$ cat config.mk
export PLATFORM = sky130hd
export DESIGN_NAME = acq_sequencer
export DESIGN_NICKNAME = d
export VERILOG_FILES = /design/src/rtl/acq_seq_pkg.sv /design/src/rtl/acq_fill_timer.sv /design/src/rtl/acq_sequencer.sv
export SDC_FILE = /design/constraint.sdc
export NUM_CORES = 1
export LEC_CHECK = 0
export BUFFER_PORTS_ARGS = -buffer_cell sky130_fd_sc_hd__clkbuf_2
export CAP_MARGIN = 10
export CORE_ASPECT_RATIO = 1.25
export CORE_MARGIN = 2
export CORE_UTILIZATION = 60
export DETAILED_ROUTE_END_ITERATION = 8
export PLACE_DENSITY_LB_ADDON = 0.15
export SYNTH_ARGS = -nofsm -noshare
export SYNTH_HDL_FRONTEND = slang
export SYNTH_SLANG_ARGS = --single-unit
export TNS_END_PERCENT = 10
$ cat constraint.sdc
create_clock -name clk -period 4.3 [get_ports clk]
set_input_delay 0.86 -clock clk [delete_from_list [all_inputs] [get_ports clk]]
set_output_delay 0.86 -clock clk [all_outputs]
set_load 0.05 [all_outputs]
$ cat src/rtl/acq_seq_pkg.sv
// Shared definitions for the rangefinder acquisition sequencer.
package acq_seq_pkg;

  localparam int NBANKS = 2;

  typedef enum logic [2:0] {
    S_IDLE = 3'd0,
    S_TRIG = 3'd1,
    S_FILL = 3'd2,
    S_XREQ = 3'd3,
    S_XFER = 3'd4,
    S_DONE = 3'd5,
    S_WAIT = 3'd6
  } acq_state_e;

endpackage

$ cat src/rtl/acq_fill_timer.sv
// FILL-phase timeout: down-counter loaded on clear, expire at terminal count zero.
module acq_fill_timer
  import acq_seq_pkg::*;
#(
  parameter int TMO_W   = 16,
  parameter int TMO_CYC = 60000
) (
  input  logic clk,
  input  logic reset_n,
  input  logic clear,
  input  logic enable,
  output logic expire
);

  localparam logic [TMO_W-1:0] LOAD = TMO_W'(TMO_CYC - 1);

  logic [TMO_W-1:0] count_q;

  always_ff @(posedge clk or negedge reset_n) begin
    if (!reset_n) begin
      count_q <= '0;
    end else if (clear) begin
      count_q <= LOAD;
    end else if (enable && (count_q != '0)) begin
      count_q <= count_q - 1'b1;
    end
  end

  // Counter reads TMO_CYC-1-k in the k-th FILL cycle, so zero marks the last allowed cycle.
  assign expire = (count_q == '0);

endmodule

$ cat src/rtl/acq_sequencer.sv
// Acquisition sequencer: laser trigger, FIFO fill gating, DMA kick and ping-pong bank handoff.
//
// state | meaning
// IDLE  | no run in progress, waiting for cmd_start
// TRIG  | laser fired this cycle, capture enabled, timer cleared
// FILL  | capturing into FIFO until threshold or timeout
// XREQ  | waiting for DMA idle, then issue dma_start
// XFER  | DMA moving FIFO into RAM bank bank_sel
// DONE  | mark bank full, count shot, pick next bank
// WAIT  | next bank still owned by CPU, capture held off
module acq_sequencer
  import acq_seq_pkg::*;
#(
  parameter int LVL_W   = 8,
  parameter int TMO_W   = 16,
  parameter int TMO_CYC = 60000
) (
  input  logic              clk,
  input  logic              reset_n,
  input  logic              cfg_enable,
  input  logic [LVL_W-1:0]  cfg_threshold,
  input  logic [LVL_W-1:0]  cfg_nshots,
  input  logic              cmd_start,
  input  logic              cmd_abort,
  input  logic [NBANKS-1:0] bank_release,
  input  logic [LVL_W-1:0]  fifo_usdw,
  input  logic              dma_busy,
  input  logic              dma_ready,
  output logic              dma_start,
  output logic              laser_trig,
  output logic              capture_en,
  output logic              bank_sel,
  output logic [NBANKS-1:0] bank_full,
  output logic [LVL_W-1:0]  shot_cnt,
  output logic              run_busy,
  output logic              timeout_flag,
  output logic              irq
);

  acq_state_e state_q, state_d;

  logic [LVL_W-1:0]  nshots_q, thr_q, shot_cnt_q, shot_inc;
  logic [NBANKS-1:0] bank_full_q, set_mask;
  logic              bank_sel_q, timeout_q, abort_pend_q;
  logic              laser_trig_q, capture_en_q, dma_start_q, run_busy_q;

  logic latch_cfg, set_full, toggle_bank, set_tmo, start_dma;
  logic timer_clr, timer_en, timer_exp;

  acq_fill_timer #(
    .TMO_W   (TMO_W),
    .TMO_CYC (TMO_CYC)
  ) u_fill_timer (
    .clk     (clk),
    .reset_n (reset_n),
    .clear   (timer_clr),
    .enable  (timer_en),
    .expire  (timer_exp)
  );

  assign shot_inc = shot_cnt_q + 1'b1;

  always_comb begin
    state_d     = state_q;
    latch_cfg   = 1'b0;
    set_full    = 1'b0;
    toggle_bank = 1'b0;
    set_tmo     = 1'b0;
    start_dma   = 1'b0;
    timer_clr   = 1'b0;
    timer_en    = 1'b0;
    set_mask    = '0;

    case (state_q)
      S_IDLE: begin
        if (cmd_start && cfg_enable && (cfg_nshots != '0)) begin
          latch_cfg = 1'b1;
          state_d   = S_TRIG;
        end
      end
      S_TRIG: begin
        timer_clr = 1'b1;
        state_d   = cmd_abort ? S_IDLE : S_FILL;
      end
      S_FILL: begin
        timer_en = 1'b1;
        if (cmd_abort) begin
          state_d = S_IDLE;
        end else if (fifo_usdw >= thr_q) begin
          state_d = S_XREQ;
        end else if (timer_exp) begin
          // Partial data is still worth handing over; an empty FIFO just ends the run.
          set_tmo = 1'b1;
          state_d = (fifo_usdw != '0) ? S_XREQ : S_IDLE;
        end
      end
      S_XREQ: begin
        if (cmd_abort) begin
          state_d = S_IDLE;
        end else if (!dma_busy) begin
          start_dma = 1'b1;
          state_d   = S_XFER;
        end
      end
      S_XFER: begin
        // The DMA cannot be stopped, so an abort only takes effect once it completes.
        if (dma_ready) begin
          state_d = (abort_pend_q || cmd_abort) ? S_IDLE : S_DONE;
        end
      end
      S_DONE: begin
        set_full = 1'b1;
        set_mask[bank_sel_q] = 1'b1;
        if (shot_inc == nshots_q) begin
          state_d = S_IDLE;
        end else if (!bank_full_q[~bank_sel_q]) begin
          toggle_bank = 1'b1;
          state_d     = S_TRIG;
        end else begin
          state_d = S_WAIT;
        end
      end
      S_WAIT: begin
        if (cmd_abort) begin
          state_d = S_IDLE;
        end else if (!bank_full_q[~bank_sel_q]) begin
          toggle_bank = 1'b1;
          state_d     = S_TRIG;
        end
      end
      default: state_d = S_IDLE;
    endcase
  end

  always_ff @(posedge clk or negedge reset_n) begin
    if (!reset_n) begin
      state_q      <= S_IDLE;
      nshots_q     <= '0;
      thr_q        <= '0;
      shot_cnt_q   <= '0;
      bank_full_q  <= '0;
      bank_sel_q   <= 1'b0;
      timeout_q    <= 1'b0;
      abort_pend_q <= 1'b0;
      laser_trig_q <= 1'b0;
      capture_en_q <= 1'b0;
      dma_start_q  <= 1'b0;
      run_busy_q   <= 1'b0;
    end else begin
      state_q <= state_d;
      if (latch_cfg) begin
        nshots_q   <= cfg_nshots;
        thr_q      <= cfg_threshold;
        shot_cnt_q <= '0;
      end else if (set_full) begin
        shot_cnt_q <= shot_inc;
      end
      if (latch_cfg) begin
        timeout_q <= 1'b0;
      end else if (set_tmo) begin
        timeout_q <= 1'b1;
      end
      // A set in the same cycle as a release of that bank must win.
      bank_full_q <= (bank_full_q & ~bank_release) | set_mask;
      if (toggle_bank) begin
        bank_sel_q <= ~bank_sel_q;
      end
      abort_pend_q <= (state_q == S_XFER) && !dma_ready && (abort_pend_q || cmd_abort);
      laser_trig_q <= (state_d == S_TRIG);
      capture_en_q <= (state_d == S_TRIG) || (state_d == S_FILL);
      dma_start_q  <= start_dma;
      run_busy_q   <= (state_d != S_IDLE);
    end
  end

  assign dma_start    = dma_start_q;
  assign laser_trig   = laser_trig_q;
  assign capture_en   = capture_en_q;
  assign bank_sel     = bank_sel_q;
  assign bank_full    = bank_full_q;
  assign shot_cnt     = shot_cnt_q;
  assign run_busy     = run_busy_q;
  assign timeout_flag = timeout_q;
  assign irq          = (|bank_full_q) | timeout_q;

endmodule

# Word-level counts from Yosys, hierarchy flattened
# Index checks and enable logic that the tools add are counted.
# W data, S select, Z words.
classes:
  add_sub_neg: 2
  n_lt_le_gt_ge: 4
  n_eq_ne: 9
  mux: 42
  bitwise: 5
  reduce_logical: 19
op_table:
  columns: ["operator", "count"]
  rows:
  - ["$mux W3", 12]
  - ["$mux W16", 2]
  - ["$pmux W3 S7", 1]
  - ["$mux W1", 20]
  - ["$logic_not A16 Y1", 1]
  - ["$mux W8", 2]
  - ["$reduce_bool A16 Y1", 1]
  - ["$reduce_bool A8 Y1", 2]
  - ["$sub A16 B1 Y16 const B", 1]
  - ["$eq A3 B2 Y1 const B", 3]
  - ["$eq A3 B3 Y1 const B", 3]
  - ["$add A8 B1 Y8 const B", 1]
  - ["$eq A8 B8 Y1", 1]
  - ["$ge A8 B8 Y1", 1]
  - ["$eq A3 B1 Y1 const B", 2]
  - ["$logic_and A1 B1 Y1", 6]
  - ["$mux W2", 3]
  - ["$reduce_bool A2 Y1", 3]
  - ["$lt A1 B2 Y1 const B", 2]
  - ["$logic_not A3 Y1", 1]
  - ["$reduce_bool A3 Y1", 1]
  - ["$and A2 B2 Y2", 1]
  - ["$logic_or A1 B1 Y1", 2]
  - ["$not A2 Y2", 1]
  - ["8 further kinds", 8]
word_totals:
  ff_bits: 52
  in_bits: 33
  output_inout_bits: 17
  wordCells: 94

# Logic depth before layout (Yosys ltp)
depth:
  depth_word: 8
  mapped_depth: 8
  mapped_depth_nobuf: 8

# By module
# Synthesis repeated with hierarchy kept, for this count alone.
unflattened:
  cells_unflattened: 333
  hier_area_um2: 3061.7
modules_own_cells:
  columns: ["module", "instances", "cells_each", "area_per_inst_um2", "seq_area_each_um2"]
  rows:
  - ["acq_sequencer", 1, 228, 2039.5, 900.9]
  - ["acq_fill_timer", 1, 105, 1022.2, 400.4]

# Worst setup path after synthesis
# OpenSTA, ideal clock, no wires.
synth_timing:
  path_kind: "input to register"
  start: "in fifo_usdw[0]"
  end: "reg capture_en_q (netlist: capture_en)"
  setup_ps: 129
  arrival_time_ps: 2405
  t_required_ps: 4171
  path_slack_ps: 1766
  stages: 8
  path_buffers: 0
  cell_sequence: "inv_1 ha_1 nand2b_1 a2111oi_0 o31a_1 a41o_1 a211oi_1 o41a_1"
synth_via:
  elab_chain_len: 8
  elab_cells_between_ends: 10
  classes_between: "1 x order compare; 2 x eq/ne; 5 x mux; 2 x reduce/logical"
synth_rtl:
  columns: ["element", "line", "text"]
  rows:
  - ["start: declaration", "acq_sequencer.sv:26", "input logic [LVL_W-1:0] fifo_usdw,"]
  - ["branches (longest 3 deep; another with $ge A8 B8 Y1)", null, null]
  - ["$mux W3 *", "acq_sequencer.sv:89", "end else if (fifo_usdw >= thr_q) begin"]
  - ["$mux W3 *", "acq_sequencer.sv:87", "if (cmd_abort) begin"]
  - ["$pmux W3 S7 *", "acq_sequencer.sv:74", "case (state_q)"]
  - ["$eq A3 B1 Y1 / $eq A3 B2 Y1 (equally long branches)", "acq_sequencer.sv:170", "capture_en_q <= (state_d == S_TRIG) || (state_d == S_FILL);"]
  - ["$logic_or A1 B1 Y1 *", "acq_sequencer.sv:170", null]
  - ["end signal: assignment", "acq_sequencer.sv:170", null]
  - ["end: declaration", "acq_sequencer.sv:45", "logic laser_trig_q, capture_en_q, dma_start_q, run_busy_q;"]
# Every way passes the cells marked *.
# A chain may end at the register's enable or synchronous reset.

# Worst setup path in the final report
# Ends and elaborated chain as after synthesis.

==> results.sh <==
export IMPL_worstMarginPinSlew_ns=0.916
export IMPL_antenna_found_initial=0
export IMPL_grt_pass1_vias=2120
export IMPL_hold_path_startpoint="u_fill_timer.count_q[15]"
export IMPL_swShare=0.364
export IMPL_leakagePower_nw=1.44
export IMPL_dp_hpwl_um=4300
export IMPL_nets=387
export IMPL_drt_wl_total_um=5730
export IMPL_max_freq_mhz=406
export IMPL_cts_tree="built"
export IMPL_endpoint_kind="register"
export IMPL_synth_nets=336
export IMPL_power_frac_clock=0.206
export IMPL_drtAntennaViolNets=0
export IMPL_drive_gt1_frac=0.215
export IMPL_cts_sinks=52
export IMPL_synthCells=292
export IMPL_root_buffer="clkbuf_8"
export IMPL_antennaDiodeCount=0
export IMPL_report_final_slew_viol_count=0
export IMPL_max_slew_margin=0.384
export IMPL_rows=27
export IMPL_worstSetupPathType="input pin to register"
export IMPL_vias_per_cell=5.46
export IMPL_peakVddDrop_mv=0.325
export IMPL_area_delta_synth_final_pct=15.1
export IMPL_synth_seq_cells=52
export IMPL_status="finished clean"
export IMPL_ys_warn_count=0
export IMPL_setup_viol=0
export IMPL_synthArstFlopShare=1.00
export IMPL_syn_area_sq_um=2830
export IMPL_finalHoldViolCount=0
export IMPL_path_clk_slew_ns=0.09
export IMPL_yosysMostFrequentCell="dfrtp_1"
export IMPL_setup_tns_ns=0
export IMPL_power_frac_comb=0.362
export IMPL_p_sw_mw=0.578
export IMPL_start_util=0.634
export IMPL_synthDistinctLibCells=45
export IMPL_grt_ovfl_total=0
export IMPL_cts_hold_buf=0
export IMPL_fin_crit_ns=2.46
export IMPL_crit_fanout=3
export IMPL_core_area_sq_um=4460
export IMPL_required_ns=4.48
export IMPL_clockBufferDepth=2
export IMPL_die_height_um=80.7
export IMPL_power_density_nw_per_um2=488
export IMPL_critPathLaunchType="input pin"
export IMPL_ys_seq_area_frac=0.461
export IMPL_avgRoutedWirePerCell_um=14.3
export IMPL_fp_dieArea_sq_um=5280
export IMPL_drc_errors=0
export IMPL_ios=50
export IMPL_drtPass1Iterations=4
export IMPL_grt_start_max_net_pins=53
export IMPL_utilization=0.729
export IMPL_yosys_top_cells_area="dfrtp_1 46%, xor2_1 5.9%, ha_1 4.9%"
export IMPL_cts_buffers_inserted=5
export IMPL_finClkSkew_ns=0.0118
export IMPL_hp_class="register to register"
export IMPL_dieWidth_um=65.4
export IMPL_synth_common_cells="52 x dfrtp_1, 34 x nand2_1, 31 x nor2_1"
export IMPL_fin_crit_sh=0.573
export IMPL_synth_top_area_share=0.461
export IMPL_power_internal_mw=1.01
export IMPL_io_buffers=49
export IMPL_cts_resized=0
export IMPL_postCtsSetupBuffers=0
export IMPL_cts_max_level=2
export IMPL_yosys_area_top_type="dfrtp_1"
export IMPL_cp_arrival_ns=2.65
export IMPL_grt_use_total=0.233
export IMPL_seqPwrFrac=0.432
export IMPL_rsz0062_at_grt="no"
export IMPL_synth_edff_count=0
export IMPL_via_count=2196
export IMPL_clk_insertion_delay_late_ns=0.30
export IMPL_grt_pass1_wl_um=9390
export IMPL_ys_flop_type="dfrtp_1"
export IMPL_synth_area_per_cell_sq_um=9.68
export IMPL_gp_congestion=0.869
export IMPL_drt_iter0_drc=100
export IMPL_worstReg2RegStart="u_fill_timer.count_q[7]"
export IMPL_drv_cap=0
export IMPL_cp_startpoint="fifo_usdw[0]"
-- per-layer routing --
layer / track usage / up-vias / routed length [um]
li1: - / 1121 / -
met4: 0.0625 / 0 / 49
met5: 0 / - / 0
met1: 0.290 / 1039 / 2550
met3: 0.0364 / 4 / 160
met2: 0.420 / 32 / 2970
-- cells in the final DEF (no fill, tap or decap), types with 2 or more instances in the layout --
master / count
or3_1: 2
clkbuf_2: 49
inv_1: 12
nor4_1: 7
mux2_2: 9
xnor2_1: 11
buf_4: 2
nor3_1: 5
mux2i_1: 3
clkbuf_8: 5
nand3b_1: 2
o21ai_0: 13
nor2_1: 31
or4_1: 3
nand2b_1: 9
o21a_1: 4
nand3_1: 12
ha_1: 11
a21oi_1: 7
a31oi_1: 5
or3b_2: 2
dfrtp_1: 52
nand2_1: 34
xor2_1: 19
nand4_1: 3
and2_1: 5
nor3b_1: 3
-- registers in the layout, summed over array words and instances (netlist names) --
signal,flops
abort_pend_q,1
bank_full,2
bank_sel,1
capture_en,1
dma_start,1
laser_trig,1
nshots_q,8
run_busy,1
shot_cnt,8
state_q,3
thr_q,8
timeout_flag,1
u_fill_timer.count_q,16
-- worst max-delay path: stages --
cell       delay [ns]
clkbuf_2         0.09
inv_1            0.04
ha_1             0.27
nand2b_1         0.13
a2111oi_0        0.39
o31a_1           0.23
a41o_1           0.22
a211oi_1         0.09
o41a_1           0.32
-- path summary, 6_finish.rpt --
path	to	slack, ns	depth (start not counted)
worst max-delay path	capture_en	1.84	9
worst min-delay path	u_fill_timer.count_q[15]	0.52	2
worst max register to register	u_fill_timer.count_q[13]	1.92	6
worst min register to register	u_fill_timer.count_q[15]	0.52	2
max in group asynchronous	u_fill_timer.count_q[5]	3.19	2
min in group asynchronous	thr_q[4]	0.66	2
-- power groups by stage --
stage	clock [mW]	sequential, mW	combinational (mW)
2_1_floorplan	0	0.734	0.383
3_3_place_gp	0	0.691	0.562
3_5_place_dp	0	0.697	0.577
4_1_cts	0.334	0.687	0.580
5_1_grt	0.354	0.700	0.647
6_report	0.326	0.686	0.575
-- cells by family (layout without fill, tap and decap cells) --
logic type,count (synthesis),count (layout),synth area share
compound gates,43,43,0.0992
mux,12,12,0.0465
buf+inv,19,71,0.0252
simple gates,125,125,0.227
fa+ha+maj,11,11,0.0487
flops,52,52,0.461
xor+xnor,30,30,0.0930
-- per-stage QoR --
step	std cells	power, mW	setup WS [ns]	instance area (sq um)	hold slack, ns
5_1_grt	402	1.70	1.75	3250	0.548
3_3_place_gp	394	1.25	1.57	3140	0.488
2_1_floorplan	292	1.12	1.77	2830	0.474
3_5_place_dp	394	1.27	1.55	3140	0.504
4_1_cts	402	1.60	1.86	3250	0.526
6_report	402	1.59	1.84	3250	0.522
-- area by class of cell --
cell class                      instances  area [sq um]
Clock inverter                          2          35.0
Fill cell                             340          1210
Sequential cell                        52          1300
Inverter                               12          45.0
Clock buffer                            6          72.6
Tap cell                               58          72.6
Timing Repair Buffer                   51           260
Multi-Input combinational cell        221          1470
No activity file was read; power rests on OpenSTA's default activity.
